--- src/rtl/count_en_gen.sv ---
// Enable-pulse generator for the pipelined counter: run, burst or single-step pacing.
// Define COUNT_EN_SYNC_EN to pass start/stop/step through 2-flop synchronizers.
module count_en_gen #(
  parameter int DIV_W = 8
) (
  input  logic             clk,
  input  logic             rst,
  input  logic             start,
  input  logic             stop,
  input  logic             step,
  input  logic [DIV_W-1:0] div,
  input  logic [3:0]       burst_len,
  output logic             en,
  output logic             running,
  output logic             done
);

  typedef enum logic [1:0] {IDLE, RUN, BURST, STEP} state_e;

  state_e           state_q, state_d;
  logic [DIV_W-1:0] pc_q, pc_d;
  logic [DIV_W-1:0] div_q, div_d;
  logic [3:0]       rem_q, rem_d;
  logic             en_q, en_d;
  logic             done_q, done_d;
  logic             running_q, running_d;
  logic [2:0]       ctrl;
  logic [2:0]       prev_q;
  logic             startEdge, stopEdge, stepEdge;

`ifdef COUNT_EN_SYNC_EN
  logic [2:0] sync1_q, sync2_q;

  always_ff @(posedge clk or posedge rst) begin
    if (rst) begin
      sync1_q <= 3'b000;
      sync2_q <= 3'b000;
    end else begin
      sync1_q <= {start, stop, step};
      sync2_q <= sync1_q;
    end
  end

  assign ctrl = sync2_q;
`else
  assign ctrl = {start, stop, step};
`endif

  // Previous-value registers reset low, so a level held through reset counts as an edge.
  always_ff @(posedge clk or posedge rst) begin
    if (rst) prev_q <= 3'b000;
    else     prev_q <= ctrl;
  end

  assign startEdge = ctrl[2] & ~prev_q[2];
  assign stopEdge  = ctrl[1] & ~prev_q[1];
  assign stepEdge  = ctrl[0] & ~prev_q[0];

  always_ff @(posedge clk or posedge rst) begin
    if (rst) begin
      state_q   <= IDLE;
      pc_q      <= '0;
      div_q     <= '0;
      rem_q     <= 4'd0;
      en_q      <= 1'b0;
      done_q    <= 1'b0;
      running_q <= 1'b0;
    end else begin
      state_q   <= state_d;
      pc_q      <= pc_d;
      div_q     <= div_d;
      rem_q     <= rem_d;
      en_q      <= en_d;
      done_q    <= done_d;
      running_q <= running_d;
    end
  end

  always_comb begin
    state_d = state_q;
    pc_d    = pc_q;
    div_d   = div_q;
    rem_d   = rem_q;
    en_d    = 1'b0;
    done_d  = 1'b0;
    case (state_q)
      IDLE: begin
        if (stopEdge) begin
          state_d = IDLE;
        end else if (stepEdge) begin
          state_d = STEP;
        end else if (startEdge) begin
          div_d = div;
          pc_d  = '0;
          if (burst_len == 4'd0) begin
            state_d = RUN;
          end else begin
            state_d = BURST;
            rem_d   = burst_len;
          end
        end
      end
      RUN, BURST: begin
        if (stopEdge) begin
          state_d = IDLE;
          pc_d    = '0;
          rem_d   = 4'd0;
        end else if (pc_q == div_q) begin
          en_d = 1'b1;
          pc_d = '0;
          if (state_q == BURST) begin
            rem_d = rem_q - 4'd1;
            if (rem_q == 4'd1) begin
              done_d  = 1'b1;
              state_d = IDLE;
            end
          end
        end else begin
          pc_d = pc_q + DIV_W'(1);
        end
      end
      STEP: begin
        state_d = IDLE;
        en_d    = ~stopEdge;
      end
      default: state_d = IDLE;
    endcase
    // running stays up through the done cycle so it falls one edge after the last pulse.
    running_d = (state_d != IDLE) | done_d;
  end

  assign en      = en_q;
  assign running = running_q;
  assign done    = done_q;

endmodule

--- config.mk ---
export PLATFORM = sky130hd
export DESIGN_NAME = count_en_gen
export DESIGN_NICKNAME = d
export VERILOG_FILES = /design/src/rtl/count_en_gen.sv
export SDC_FILE = /design/constraint.sdc
export NUM_CORES = 1
export LEC_CHECK = 0
export CORE_MARGIN = 5
export CORE_UTILIZATION = 27
export CTS_CLUSTER_SIZE = 24
export DETAILED_ROUTE_END_ITERATION = 12
export GPL_ROUTABILITY_DRIVEN = 0
export HOLD_SLACK_MARGIN = 0.15
export SKIP_CTS_REPAIR_TIMING = 1
export SLEW_MARGIN = 20
export SYNTH_ARGS = -nofsm -noshare
export SYNTH_HDL_FRONTEND = slang
export SYNTH_SLANG_ARGS = --single-unit
--- constraint.sdc ---
create_clock -name clk -period 2.95 [get_ports clk]
set_clock_uncertainty 0.15 [all_clocks]
set_input_delay 0.295 -clock clk [delete_from_list [all_inputs] [get_ports clk]]
set_output_delay 0.295 -clock clk [all_outputs]
set_load 0.05 [all_outputs]
==> flow_summary.yaml <==
status:
  status: "completed"
timing:
  setup_viol: 0
  worstMarginPinSlew_ps: 675.4
  setup_ws_ps: 695.4
  max_freq_mhz: 443.5
  rsz0062_at_grt: "false"
  hold_violations: 0
  period_needed_ps: 2255
  maxSlewViolCount: 0
  final.period_utilization: 0.7643
  slew_headroom: 0.5455
  tns_ps: 0
power:
  swShare: 0.4132
  comb_power_share: 0.490
  power_frac_seq: 0.363
  leakagePower_uw: 0.0008192
  power_frac_clock: 0.148
  power_switching_uw: 677.9
  power.density_nw_per_um2: 867.2
  irDropWorstVdd_uv: 379.5
  p_int_uw: 962.6
  power_uw: 1641
grt:
  grtUsageMet3: 0.02209
  grtUsageMet1: 0.1275
  met2_usage: 0.1479
  track_usage: 0.09425
  grt_overflow_total: 0
  grt_pass1_wl_mm: 5.671
  grt_pass1_vias: 1196
  grt_busiest_layer: "met2"
  antenna_found_initial: 0
  grt_max_degree: 29
route:
  wl_mm: 3.200
  drt_iter0_markers: 42
  drt_pass1_iterations: 4
  wl_per_cell_um: 12.55
  vias: 1146
  via_per_inst: 4.494
  ant_nets: 0
  drc_errors: 0
clock_network:
  cts_buffer_depth: 2
  cts_buffers: 3
  root_buffer: "clkbuf_8"
  cts_sinks: 28
  clk_latency_ps: 280
  cts_tree: "built"
  clk_pin_slew_ps: 100
  h-tree-depth: 1
critical_path:
  worst-endpoint-required_ps: 2960
  worstPathCellList: "inv_1, ha_1, nand2_1, o21ai_2, mux2_2"
  startpoint: "state_q[1]"
  critPathCaptureType: "flop"
  crit_path_max_fanout: 10
  path_class: "reg2reg"
  max_stage_delay_ps: 490
  start_kind: "flop"
  cp.arrival_ps: 2270
  r2r_start: "state_q[1]"
  cp_slowest_cell: "ha_1"
die:
  die-area_um2: 7399
  initial_core_util: 0.2799
  fp.dieW_um: 86.02
  core_um2: 5574
  die_h_um: 86.02
  ios: 20
  rows: 27
worst_hold_path:
  hold_path.class: "in2async"
yosys:
  synth-seq-cells: 28
  syn_area_um2: 1560
  ys_warn_count: 0
  avgSynthCellArea_um2: 9.631
  synthArstFlopShare: 1.000
  synth_top_area_frac: 0.4491
  synthCells: 162
  synth-seq-area-share: 0.4491
  synth_fp_nets: 186
  synth_ff_type: "dfrtp_1"
  synth_edf_count: 0
  synth.area.top_cells: "dfrtp_1 45%, nand2_1 8.4%, ha_1 5.6%"
  yosysTopAreaCell: "dfrtp_1"
  yosysUniqueCellTypes: 37
placement:
  numPortBuffers: 19
  dp_slack_ps: 566.2
  dp_hpwl_mm: 2.477
finish:
  final_cell_mix: "35 x nand2_1, 28 x dfrtp_1, 19 x clkdlybuf4s50_1"
  layout-drive-gt1-share: 0.1038
  final_common_cell: "nand2_1"
  fin_util: 0.3394
  fillers: 583
  n_antenna_cell: 0
  syn_to_final_growth_pct: 21.25
  nets: 208
job:
  max_cap_violations: 0
[worst max-delay path, delay by kind of cell, from the launching register on]
family                   cells  cell delay (ps)
buffers and inverters        1              100
flip-flops                   1              440
multiplexers                 1              370
AND/OR/NAND/NOR              1              290
adder cells (fa/ha/maj)      1              490
AO/OA/AOI/OAI                1              300
[registers in the layout (all words and copies together), names as in the netlist]
register	count
div_q	8
done	1
pc_q	8
en	1
rem_q	4
running	1
state_q	2
prev_q	3
[path summary, 6_finish.rpt]
kind / slack (ps) / cells after the start / end
worst min-delay path: 230 / 3 / div_q[2]
worst max register to register: 700 / 5 / rem_q[1]
max in group asynchronous: 2160 / 3 / rem_q[2]
worst min register to register: 360 / 2 / div_q[6]
worst max-delay path: 700 / 5 / rem_q[1]
min in group clk: 330 / 1 / prev_q[2]
[power groups by stage]
stage	clock (uW)	sequential, uW	combinational, uW
6_report	242	595	804
5_1_grt	266	613	909
4_1_cts	250	596	816
3_5_place_dp	0	605	810
3_3_place_gp	0	602	798
2_1_floorplan	0	609	622
[layout make-up]
| type | instances | area, um2 | area share |
|---|---|---|---|
| clock buffers | 4 | 55.05 | 0.02910 |
| inverters | 8 | 30.03 | 0.01587 |
| multi-input cells | 122 | 810.8 | 0.4286 |
| flip-flops and latches | 28 | 700.7 | 0.3704 |
| well taps | 72 | 90.09 | 0.04762 |
| repair buffers | 21 | 205.2 | 0.1085 |
[cell families (layout without fill, tap and decap cells)]
family | count (synthesis) | after routing | share of synthesized area
AO/OA/AOI/OAI | 30 | 30 | 0.1492
XOR/XNOR | 9 | 9 | 0.05052
adder cells (fa/ha/maj) | 7 | 7 | 0.05613
buffers and inverters | 12 | 33 | 0.03127
flip-flops | 28 | 28 | 0.4491
multiplexers | 4 | 4 | 0.02887
AND/OR/NAND/NOR | 72 | 72 | 0.2350
[per-stage QoR]
stage / area, um2 / hold WS, ps / std cells
4_1_cts: 1892 / 241.9 / 255
3_3_place_gp: 1837 / 339.6 / 251
2_1_floorplan: 1560 / 176.4 / 162
6_report: 1892 / 225.8 / 255
3_5_place_dp: 1837 / 343.1 / 251
5_1_grt: 1892 / 275.1 / 255
[layer usage]
layer	wire length, um	up-vias	part of all wire
met3	117	5	0.037
li1	-	602	-
met4	45	0	0.014
met5	0	-	0
met2	1401	16	0.44
met1	1635	523	0.51
[cell usage after synthesis, types with 5 or more instances]
cell      number
nand2_1       35
nand2b_1       5
nor2b_1        7
a21oi_1        6
dfrtp_1       28
nor3_1         5
ha_1           7
xnor2_1        9
inv_1          8
No activity file was read; power rests on OpenSTA's default activity.
